**src/rtl/vga_timing_pkg.sv**
```systemverilog
// Default 640x480 (800x525 total) VGA mode constants, shared by the sync
// generator, the porch stage and the pattern logic.
package vga_timing_pkg;

    localparam int VGA_H_ACTIVE = 640;
    localparam int VGA_H_FRONT  = 18;
    localparam int VGA_H_PULSE  = 92;
    localparam int VGA_H_BACK   = 50;

    localparam int VGA_V_ACTIVE = 480;
    localparam int VGA_V_FRONT  = 10;
    localparam int VGA_V_PULSE  = 2;
    localparam int VGA_V_BACK   = 33;

    localparam int VGA_CNT_W    = 10;

    localparam int VGA_H_TOTAL  = VGA_H_ACTIVE + VGA_H_FRONT + VGA_H_PULSE + VGA_H_BACK;
    localparam int VGA_V_TOTAL  = VGA_V_ACTIVE + VGA_V_FRONT + VGA_V_PULSE + VGA_V_BACK;

endpackage

```
**src/rtl/vga_axis_counter.sv**
```systemverilog
// One raster axis: wrapping position counter plus registered active/sync
// decode of the post-advance position.
module vga_axis_counter #(
    parameter int ACTIVE = 640,
    parameter int FRONT  = 18,
    parameter int PULSE  = 92,
    parameter int BACK   = 50,
    parameter int CNT_W  = 10
) (
    input  logic             clk,
    input  logic             rst_n,
    input  logic             advance,
    output logic [CNT_W-1:0] count,
    output logic             wrap,
    output logic             active,
    output logic             sync
);

    localparam logic [CNT_W:0]   TOTAL      = (CNT_W+1)'(ACTIVE + FRONT + PULSE + BACK);
    localparam logic [CNT_W:0]   ACT_END    = (CNT_W+1)'(ACTIVE);
    localparam logic [CNT_W:0]   SYNC_START = (CNT_W+1)'(ACTIVE + FRONT);
    localparam logic [CNT_W:0]   SYNC_END   = (CNT_W+1)'(ACTIVE + FRONT + PULSE);
    localparam logic [CNT_W-1:0] LAST       = CNT_W'(TOTAL - (CNT_W+1)'(1));

    logic [CNT_W-1:0] pos;
    logic [CNT_W-1:0] pos_next;
    logic [CNT_W:0]   pos_next_ext;

    always_comb begin
        wrap         = advance && (pos == LAST);
        pos_next     = (pos == LAST) ? '0 : pos + CNT_W'(1);
        pos_next_ext = {1'b0, pos_next};
    end

    // Internal position parks on the last value so the first advance lands
    // on 0, while the visible count reads 0 during reset.
    always_ff @(posedge clk or negedge rst_n) begin
        if (!rst_n) begin
            pos    <= LAST;
            count  <= '0;
            active <= 1'b0;
            sync   <= 1'b1;
        end else if (advance) begin
            pos    <= pos_next;
            count  <= pos_next;
            active <= (pos_next_ext < ACT_END);
            sync   <= !((pos_next_ext >= SYNC_START) && (pos_next_ext < SYNC_END));
        end
    end

endmodule

```
**src/rtl/vga_sync_pulses_gen.sv**
```systemverilog
// Free-running VGA raster timing generator: H/V sync, active flag,
// column/row position and frame-start strobe, one pixel per enabled clock.
module vga_sync_pulses_gen
    import vga_timing_pkg::*;
#(
    parameter int H_ACTIVE = VGA_H_ACTIVE,
    parameter int H_FRONT  = VGA_H_FRONT,
    parameter int H_PULSE  = VGA_H_PULSE,
    parameter int H_BACK   = VGA_H_BACK,
    parameter int V_ACTIVE = VGA_V_ACTIVE,
    parameter int V_FRONT  = VGA_V_FRONT,
    parameter int V_PULSE  = VGA_V_PULSE,
    parameter int V_BACK   = VGA_V_BACK,
    parameter int CNT_W    = VGA_CNT_W
) (
    input  logic             CLK,
    input  logic             i_Rst_L,
    input  logic             i_En,
    output logic             o_H_Sync,
    output logic             o_V_Sync,
    output logic             o_Active,
    output logic [CNT_W-1:0] o_Col_Count,
    output logic [CNT_W-1:0] o_Row_Count,
    output logic             o_Frame_Start
);

    logic h_wrap;
    logic v_wrap;
    logic h_active;
    logic v_active;

    vga_axis_counter #(
        .ACTIVE (H_ACTIVE),
        .FRONT  (H_FRONT),
        .PULSE  (H_PULSE),
        .BACK   (H_BACK),
        .CNT_W  (CNT_W)
    ) u_h_axis (
        .clk     (CLK),
        .rst_n   (i_Rst_L),
        .advance (i_En),
        .count   (o_Col_Count),
        .wrap    (h_wrap),
        .active  (h_active),
        .sync    (o_H_Sync)
    );

    // Row advances only on the edge where the column wraps.
    vga_axis_counter #(
        .ACTIVE (V_ACTIVE),
        .FRONT  (V_FRONT),
        .PULSE  (V_PULSE),
        .BACK   (V_BACK),
        .CNT_W  (CNT_W)
    ) u_v_axis (
        .clk     (CLK),
        .rst_n   (i_Rst_L),
        .advance (h_wrap),
        .count   (o_Row_Count),
        .wrap    (v_wrap),
        .active  (v_active),
        .sync    (o_V_Sync)
    );

    assign o_Active = h_active & v_active;

    always_ff @(posedge CLK or negedge i_Rst_L) begin
        if (!i_Rst_L) begin
            o_Frame_Start <= 1'b0;
        end else begin
            o_Frame_Start <= h_wrap && v_wrap;
        end
    end

endmodule

```
**config.mk**
```make
export PLATFORM = sky130hd
export DESIGN_NAME = vga_sync_pulses_gen
export DESIGN_NICKNAME = d
export VERILOG_FILES = /design/src/rtl/vga_timing_pkg.sv /design/src/rtl/vga_axis_counter.sv /design/src/rtl/vga_sync_pulses_gen.sv
export SDC_FILE = /design/constraint.sdc
export NUM_CORES = 1
export LEC_CHECK = 0
export BUFFER_PORTS_ARGS = -buffer_cell sky130_fd_sc_hd__buf_2
export CORE_MARGIN = 2
export CORE_UTILIZATION = 50
export DETAILED_ROUTE_END_ITERATION = 6
export GPL_TIMING_DRIVEN = 0
export PLACE_DENSITY = 0.7
export SYNTH_ARGS = -nofsm -noshare
export SYNTH_HDL_FRONTEND = slang
export SYNTH_HIERARCHICAL = 1
export SYNTH_SLANG_ARGS = --single-unit
export TNS_END_PERCENT = 5
```
**constraint.sdc**
```tcl
create_clock -name CLK -period 3 [get_ports CLK]
set_input_delay 0.6 -clock CLK [delete_from_list [all_inputs] [get_ports CLK]]
set_output_delay 0.6 -clock CLK [all_outputs]
set_load 0.03 [all_outputs]
```
======== Word level (Yosys, flattened, before mapping) ========
Cells that the tools add are included.
word-level totals
  register bits ........................... 45
  bits of input ports ..................... 3
  output and inout bits ................... 24
operators by class
  $add $sub $neg .......................... 2
  order comparisons ....................... 6
  equality and inequality tests ........... 2
  muxes and demuxes ....................... 2
  bitwise logic cells ..................... 1
  reduce and logical (&&, ||, !) cells .... 7
operator list
  operator                 number
  $add A10 B1 Y10 const B  2
  $eq A10 B10 Y1 const B   2
  $lt A10 B10 Y1 const B   2
  $lt A10 B9 Y1 const B    2
  $mux W10                 2
  $ge A10 B10 Y1 const B   1
  $ge A10 B9 Y1 const B    1
  $logic_and A1 B1 Y1      5
  $logic_not A1 Y1         2
  $and A1 B1 Y1            1

======== Longest topological paths before layout ========
Gate-level depths: netlist of the first run.
  depth in word-level cells ............... 5
  gate-level depth with buffers ........... 8

======== Cells and area by module ========
Netlist of the first run, hierarchy kept.
by module, submodules not included
  module                        times used  cells each  area an instance (µm²)  sequential area each (µm²)
  vga_axis_counter at u_h_axis  1           131         1,212.4                 485.5
  vga_axis_counter at u_v_axis  1           98          969.7                   380.4
  vga_sync_pulses_gen           1           3           37.5                    25.0

======== Least setup slack after synthesis of the first run ========
OpenSTA, ideal clock, no wires.
  path type ............................... register -> register
  start ................................... reg u_h_axis.pos[0]
  end ..................................... reg u_v_axis.count[9]
  library setup time ...................... 0.125 ns
  arrival time ............................ 2.019 ns
  slack ................................... 0.856 ns
  stages on the path, launching flop included .. 7
  period minus slack after synthesis ...... 2.144 ns
  path through ............................ dfstp_2 -> ha_1 -> and4_4 -> and3_2 -> and2_1 -> clkbuf_1 -> mux2_2
between the ends
  word-level cells in the longest chain between the ends .. 2
ends and longest elaborated chain
  element                 line                       RTL
  from (decl)             vga_axis_counter.sv:25     logic [CNT_W-1:0] pos;
  from (signal assigned)  vga_axis_counter.sv:44     pos <= pos_next;
  $eq A10 B10 Y1          vga_axis_counter.sv:30     wrap = advance && (pos == LAST);
  $logic_and A1 B1 Y1     vga_axis_counter.sv:30
  via h_wrap              vga_sync_pulses_gen.sv:27  logic h_wrap;
  to (signal assigned)    vga_axis_counter.sv:45     count <= pos_next;
  to (decl)               vga_axis_counter.sv:13     output logic [CNT_W-1:0] count,
The timed path passes the listed nets, and every way through them passes these cells.
A chain may end at the register's enable or synchronous reset.

======== Worst setup path after layout of the first run ========
  start ................................... reg u_h_axis.pos[1]
  end ..................................... reg u_v_axis.pos[2]
between the ends
  word-level cells in the longest chain between the ends .. 2
ends and longest elaborated chain
  element               line
  $eq A10 B10 Y1        vga_axis_counter.sv:30
  $logic_and A1 B1 Y1   vga_axis_counter.sv:30
  via h_wrap            vga_sync_pulses_gen.sv:27
  to (signal assigned)  vga_axis_counter.sv:44
  to (decl)             vga_axis_counter.sv:25
The timed path passes the listed nets, and every way through them passes these cells.

==> impl_metrics.py, run 1 <==
metrics = {
    "final_layout": {
        "finalNonFillerCells": 317,
        "nets": 270,
        "seq_area_um2": 891,
        "diodes": 0,
        "drive_gt1_frac": 0.336,
        "areaGrowthSynthToFinish_pct": 12.2,
        "fillers": 403,
        "multi_input_area_um2": 1090,
    },
    "yosys": {
        "avgSynthCellArea_um2": 9.57,
        "ys_seq_area_frac": 0.401,
        "synth_area_leaders": "dfrtp_1 26%, dfstp_2 14%, buf_4 6.4%",
        "synth_edf_count": 0,
        "ys_ff_latch": 35,
        "syn_inst": 232,
        "synth_most_common_cell": "dfrtp_1",
        "yosysTopAreaCell": "dfrtp_1",
        "ys_types": 63,
        "ys_warn_count": 6,
        "synthArstFlopShare": 1.00,
        "synth_common_cells": "23 x dfrtp_1, 19 x buf_4, 14 x nand2_1, 14 x nor2_1",
        "synth_top_area_frac": 0.259,
        "syn_area_um2": 2220,
        "synth_flop_cell": "dfrtp_1",
        "syn-num-nets": 238,
    },
    "setup_path": {
        "r2r_start": "u_h_axis/pos[1]",
        "critical_path.max_stage_delay_ps": 530,
        "r2r_cells": 7,
        "worstSetupPathType": "flop to flop",
        "crit_fanout": 10,
        "cp_slowest_cell": "dfstp_2",
        "r2r_slack_ps": 430,
        "crit_arrival_ps": 2780,
        "r2r_end": "u_v_axis/pos[2]",
        "startpoint_type": "flop",
        "worstPathRequired_ps": 3210,
        "endpoint_kind": "flop",
        "worstPathCellList": "ha_1 > and4_4 > and3_2 > and2_1 > clkbuf_1 > o21ai_0 > a22o_2",
    },
    "sta": {
        "setup_viol": 0,
        "grt_setup_unrepaired": "false",
        "fmax_mhz": 389,
        "drv_slew": 0,
        "fin_skew_ps": 5.95,
        "post-route-min-period_ps": 2570,
        "fin_crit_sh": 0.857,
        "setup_tns_ps": 0,
        "slew_headroom": 0.490,
        "worstMarginPinSlew_ps": 765,
        "final_hold_viol_count": 0,
    },
    "power": {
        "p_int_uw": 958,
        "ir_drop_v": 0.000401,
        "swShare": 0.370,
        "total_leakage_power_nw": 1.11,
        "power.total_mw": 1.52,
        "cellPowerDensity_nw_per_um2": 611,
        "p_switching_uw": 563,
        "pwr-share-clk": 0.214,
        "p_comb_frac": 0.390,
        "sequentialPowerShare": 0.396,
    },
    "floorplanning": {
        "die_h_um": 70.6,
        "die_w_um": 70.6,
        "design.die.area_um2": 4990,
        "num_io_pins": 27,
        "initial_core_util": 0.513,
        "row_count": 24,
        "coreArea_um2": 4320,
    },
    "flow_run": {
        "drv_cap": 0,
    },
    "grt": {
        "antenna_found_initial": 0,
        "first_global_vias": 1636,
        "grt_max_degree": 36,
        "gr-total-overflow": 0,
        "grt_usage": 0.192,
        "grt_pass1_wl_um": 7690,
    },
    "drt": {
        "met1_length_um": 2380,
        "firstDrtPassIters": 4,
        "drtIter0Drc": 102,
        "via_count": 1751,
        "met3_wirelength_um": 192,
        "ant_nets": 0,
        "top_layer": "met4",
        "drc": 0,
        "viasPerCell": 5.52,
        "wire_per_inst_um": 14.1,
        "wl_um": 4470,
        "wl_met2_um": 1870,
    },
    "placement": {
        "hpwl_um": 3080,
        "io_buffers": 25,
        "placedCellCount": 309,
        "gp_congestion": 0.839,
    },
    "hold_path": {
        "hold_path_class": "input port to asynchronous set/reset pin",
    },
    "clocking": {
        "cts_tree": "done",
        "root_buffer": "clkbuf_8",
        "post_cts_buffers": 0,
        "htreeDepth": 2,
        "clk_path_buf_depth": 2,
        "path_clk_slew_ps": 70,
        "clk_latency_ps": 280,
        "hold_buffers": 0,
        "clock_sinks": 35,
        "cts_buffers": 5,
        "cts_resized": 0,
    },
    "outcome": {
        "status": "finished clean",
    },
}
## cell usage in the layout, fill, tap and decap left out, types with 6 or more instances in the layout
cell | netlist | final
a21oi_1 | 11 | 11
o2bb2ai_1 | 6 | 6
inv_1 | 10 | 10
nand3_1 | 6 | 6
dfstp_2 | 12 | 12
xnor2_1 | 12 | 12
buf_2 | 4 | 29
dfrtp_1 | 23 | 23
nor2_1 | 14 | 14
buf_4 | 19 | 19
and2_1 | 7 | 7
o21ai_0 | 11 | 11
nand2_1 | 14 | 14
## metal layers
metal,track usage,vias up
met5,0,-
met4,0.0440,0
met3,0.0584,2
met2,0.277,38
met1,0.286,822
li1,-,889
## power groups by stage
| stage | Sequential [mW] | Combinational, mW | Clock, mW |
|---|---|---|---|
| after floorplan | 0.660 | 0.413 | 0 |
| after global placement | 0.611 | 0.582 | 0 |
| after detailed placement | 0.612 | 0.588 | 0 |
| after CTS | 0.604 | 0.591 | 0.336 |
| after global routing | 0.614 | 0.646 | 0.363 |
| final | 0.603 | 0.593 | 0.326 |
## flip-flops by register name, summed over array words and instances (netlist names)
| name | flops |
|---|---|
| u_h_axis/count | 10 |
| u_v_axis/count | 10 |
| u_h_axis/pos | 7 |
| u_v_axis/pos | 3 |
| o_Frame_Start | 1 |
| u_h_axis/active | 1 |
| u_h_axis/sync | 1 |
| u_v_axis/active | 1 |
| u_v_axis/sync | 1 |
## cell type report
cell class / instances / share of cell area
inverters: 11 / 0.0166
clock inverters: 1 / 0.00201
well taps: 52 / 0.0261
repair buffers: 25 / 0.0502
plain buffers: 29 / 0.0809
multi-input cells: 157 / 0.436
flip-flops and latches: 35 / 0.358
clock buffers: 7 / 0.0306
## cells by family after synthesis
group                      count (synthesis)  share of synthesized area
and+or+nand+nor                           76                      0.206
AOI/OAI and AO/OA                         57                      0.179
buffers and inverters                     40                      0.109
DFF                                       35                      0.401
xor gates and xnor gates                  15                     0.0592
muxes                                      5                     0.0237
adders and majority gates                  4                     0.0220
## worst max-delay path, delay by kind of cell, from the launching register on
kind,cells,cell delay [ps]
buffers and inverters,1,400
adder cells (fa/ha/maj),1,280
flip-flops,1,530
AO/OA/AOI/OAI,2,470
AND/OR/NAND/NOR,3,800
## metrics by stage
stage	worst slack (ps)	utilization	hold WS [ps]	instance area (um^2)
after global routing	256	0.576	450	2490
after global placement	511	0.557	472	2410
after floorplan	856	-	304	2220
after CTS	465	0.576	420	2490
final	430	0.576	387	2490
after detailed placement	476	0.557	471	2410
## worst max-delay path by stage
stage | start | end | slack (ps) | depth (start not counted)
6_report | u_h_axis/pos[1] | u_v_axis/pos[2] | 430 | 7
5_1_grt | u_h_axis/pos[1] | u_v_axis/pos[2] | 260 | 7
4_1_cts | u_h_axis/pos[1] | u_v_axis/pos[2] | 470 | 7
3_5_place_dp | u_h_axis/pos[1] | u_v_axis/pos[2] | 480 | 7
3_3_place_gp | u_h_axis/pos[0] | u_v_axis/count[9] | 510 | 6
2_1_floorplan | u_h_axis/pos[0] | u_v_axis/count[9] | 860 | 6
Note: power is estimated with default switching activity, not from simulation.
==> run 2, diff against run 1 <==
--- a/config.mk
+++ b/config.mk
@@ -5,12 +5,14 @@
 export SDC_FILE = /design/constraint.sdc
 export NUM_CORES = 1
 export LEC_CHECK = 0
+export ABC_AREA = 1
 export BUFFER_PORTS_ARGS = -buffer_cell sky130_fd_sc_hd__buf_2
 export CORE_MARGIN = 2
 export CORE_UTILIZATION = 50
+export CTS_BUF_LIST = sky130_fd_sc_hd__clkbuf_16
 export DETAILED_ROUTE_END_ITERATION = 6
 export GPL_TIMING_DRIVEN = 0
-export PLACE_DENSITY = 0.7
+export PLACE_DENSITY = 0.71
 export SYNTH_ARGS = -nofsm -noshare
 export SYNTH_HDL_FRONTEND = slang
 export SYNTH_HIERARCHICAL = 1
==> run 2 against run 1 <==
Clock-buffer cell count decreased by 2. Via count decreased by 2.7%. Worst setup slack improved by 430 ps. Non-clock buffer count decreased by 13. Routed wire length decreased by 11%. Clock skew decreased by 2.5 ps.
==> impl_metrics.py, run 2 <==
metrics = {
    "outcome": {
        "status": "finished clean",
    },
    "setup_path": {
        "crit_end": "u_v_axis/count[2]",
        "worstSetupPathType": "flop to flop",
        "crit_arrival_ps": 2360,
        "worstPathRequired_ps": 3210,
        "critical_path.max_stage_delay_ps": 550,
        "crit_fanout": 10,
        "startpoint_type": "flop",
        "worstPathCellList": "ha_1 > nand2_2 > nor2_4 > nand4_2 > nor2_1 > buf_4 > clkbuf_1 > nand3_1 > nand2_1",
        "critPathTopFamily": "simple AND/OR/NAND/NOR gates",
        "cp_num_cells": 9,
        "cp-startpoint": "u_h_axis/pos[0]",
        "cp.buffers_inverters": 2,
        "r2r_cells": 9,
        "r2r_start": "u_h_axis/pos[0]",
        "r2r_end": "u_v_axis/count[2]",
        "r2r_slack_ps": 850,
        "cp_slowest_cell": "dfstp_2",
        "endpoint_kind": "flop",
    },
    "clocking": {
        "cts_buffers": 5,
        "hold_buffers": 0,
        "clock_sinks": 35,
        "root_buffer": "clkbuf_16",
        "htreeDepth": 2,
        "cts_tree": "done",
        "cts_resized": 0,
        "post_cts_buffers": 0,
        "clk_latency_ps": 270,
        "path_clk_slew_ps": 50,
        "clk_path_buf_depth": 2,
    },
    "drt": {
        "via_count": 1703,
        "drc": 0,
        "wire_per_inst_um": 11.2,
        "drtIter0Drc": 116,
        "firstDrtPassIters": 4,
        "ant_nets": 0,
        "wl_um": 3960,
        "viasPerCell": 4.84,
    },
    "power": {
        "ir_drop_v": 0.000432,
        "sequentialPowerShare": 0.429,
        "p_switching_uw": 496,
        "p_int_uw": 990,
        "p_comb_frac": 0.251,
        "pwr-share-clk": 0.320,
        "swShare": 0.334,
        "cellPowerDensity_nw_per_um2": 634,
        "total_leakage_power_nw": 1.25,
        "power.total_mw": 1.49,
    },
    "final_layout": {
        "finalNonFillerCells": 352,
        "areaGrowthSynthToFinish_pct": 16.3,
        "layout_common_cells": "88 x nand2_1, 32 x inv_1, 26 x buf_2",
        "nets": 307,
        "drive_gt1_frac": 0.258,
        "final_util": 0.594,
        "layout_commonest_cell": "nand2_1",
        "diodes": 0,
        "design_area_um2": 2340,
        "reg_top3": "u_h_axis/count: 10 flops, u_v_axis/count: 10 flops, u_h_axis/pos: 7 flops",
    },
    "sta": {
        "drv_slew": 0,
        "post-route-min-period_ps": 2150,
        "grt_setup_unrepaired": "false",
        "fin_crit_sh": 0.715,
        "worstMarginPinSlew_ps": 745,
        "fmax_mhz": 466,
        "slew_headroom": 0.504,
        "fin_skew_ps": 3.41,
        "setup_viol": 0,
        "setup_tns_ps": 0,
        "final_hold_viol_count": 0,
    },
    "yosys": {
        "syn_inst": 268,
        "synth_flop_cell": "dfrtp_1",
        "syn_area_um2": 2010,
        "synth_area_leaders": "dfrtp_1 29%, nand2_1 16%, dfstp_2 16%",
        "synth_most_common_cell": "nand2_1",
        "ys_warn_count": 6,
        "avgSynthCellArea_um2": 7.51,
        "synth_top_area_frac": 0.286,
        "ys_seq_area_frac": 0.443,
        "synthArstFlopShare": 1.00,
        "yosysTopAreaCell": "dfrtp_1",
        "ys_ff_latch": 35,
        "ys_types": 25,
        "synth_common_cells": "88 x nand2_1, 31 x inv_1, 23 x dfrtp_1",
        "synth_edf_count": 0,
        "syn-num-nets": 274,
    },
    "placement": {
        "gp_congestion": 0.894,
        "io_buffers": 26,
        "placedCellCount": 344,
        "hpwl_um": 2990,
        "dpl_cell_area_um2": 2210,
    },
    "floorplanning": {
        "initial_core_util": 0.511,
        "num_io_pins": 27,
        "coreArea_um2": 3940,
        "die_w_um": 67.5,
        "die_h_um": 67.5,
        "design.die.area_um2": 4550,
        "row_count": 23,
    },
    "hold_path": {
        "hold_path_class": "input port to asynchronous set/reset pin",
    },
    "flow_run": {
        "drv_cap": 0,
    },
    "grt": {
        "first_global_vias": 1484,
        "gr-total-overflow": 0,
        "grt_usage": 0.207,
        "antenna_found_initial": 0,
        "grt_pass1_wl_um": 6870,
        "grt_max_degree": 36,
    },
}
==> run 2: changes by cell type in the layout (fill, tap and decap cells not counted), moves of 8 or more <==
cell,previous run,this run
a21oi_1,11,2
inv_1,10,32
nand2_1,14,88
nand2_2,0,8
nand3_1,6,19
xnor2_1,12,0
==> run 2: worst min path at each step <==
stage	start	to	slack, ps	cells past startpoint
after floorplan	i_Rst_L	o_Frame_Start	300	0
after global placement	u_h_axis/sync	u_h_axis/sync	460	2
after detailed placement	u_h_axis/sync	u_h_axis/sync	470	2
after CTS	i_Rst_L	u_h_axis/count[4]	420	1
after global routing	i_Rst_L	u_h_axis/count[4]	470	1
final	i_Rst_L	u_h_axis/count[4]	390	1
==> run 2: cell families (layout without fill, tap and decap cells) <==
group,Yosys count,count (layout),synth area share
AND/OR/NAND/NOR,153,153,0.344
buffers and inverters,50,84,0.119
flip-flops,35,35,0.443
AO/OA/AOI/OAI,25,25,0.0671
adder cells (fa/ha/maj),3,3,0.0186
XOR/XNOR,2,2,0.00870
==> run 2: layer usage <==
metal  vias up  track usage  wire, um
li1        898            -         -
met1       770        0.279      1990
met2        29        0.309      1730
met3         6       0.0483       158
met4         0        0.107        79
met5         -            0         0
==> run 2: stage by stage <==
step / setup WS (ps) / hold slack [ps]
global placement: 784 / 456
global route: 686 / 468
finish: 855 / 389
CTS: 842 / 423
detailed placement: 784 / 466
floorplan: 1190 / 304
==> run 2: power groups by stage <==
stage	clock network, mW	logic, mW	registers, mW
global route	0.515	0.418	0.647
finish	0.475	0.372	0.638
floorplan	0	0.219	0.697
detailed placement	0	0.376	0.642
CTS	0.493	0.376	0.638
global placement	0	0.366	0.643
==> run 2: layout make-up <==
cell class	count	area, um^2
inverter	35	131
clock inverter	3	11.3
fill	380	1600
clock buffer	5	125
multi-input combinational	183	882
tap	50	62.6
buffer	15	109
sequential	35	891
timing repair buffer	26	130
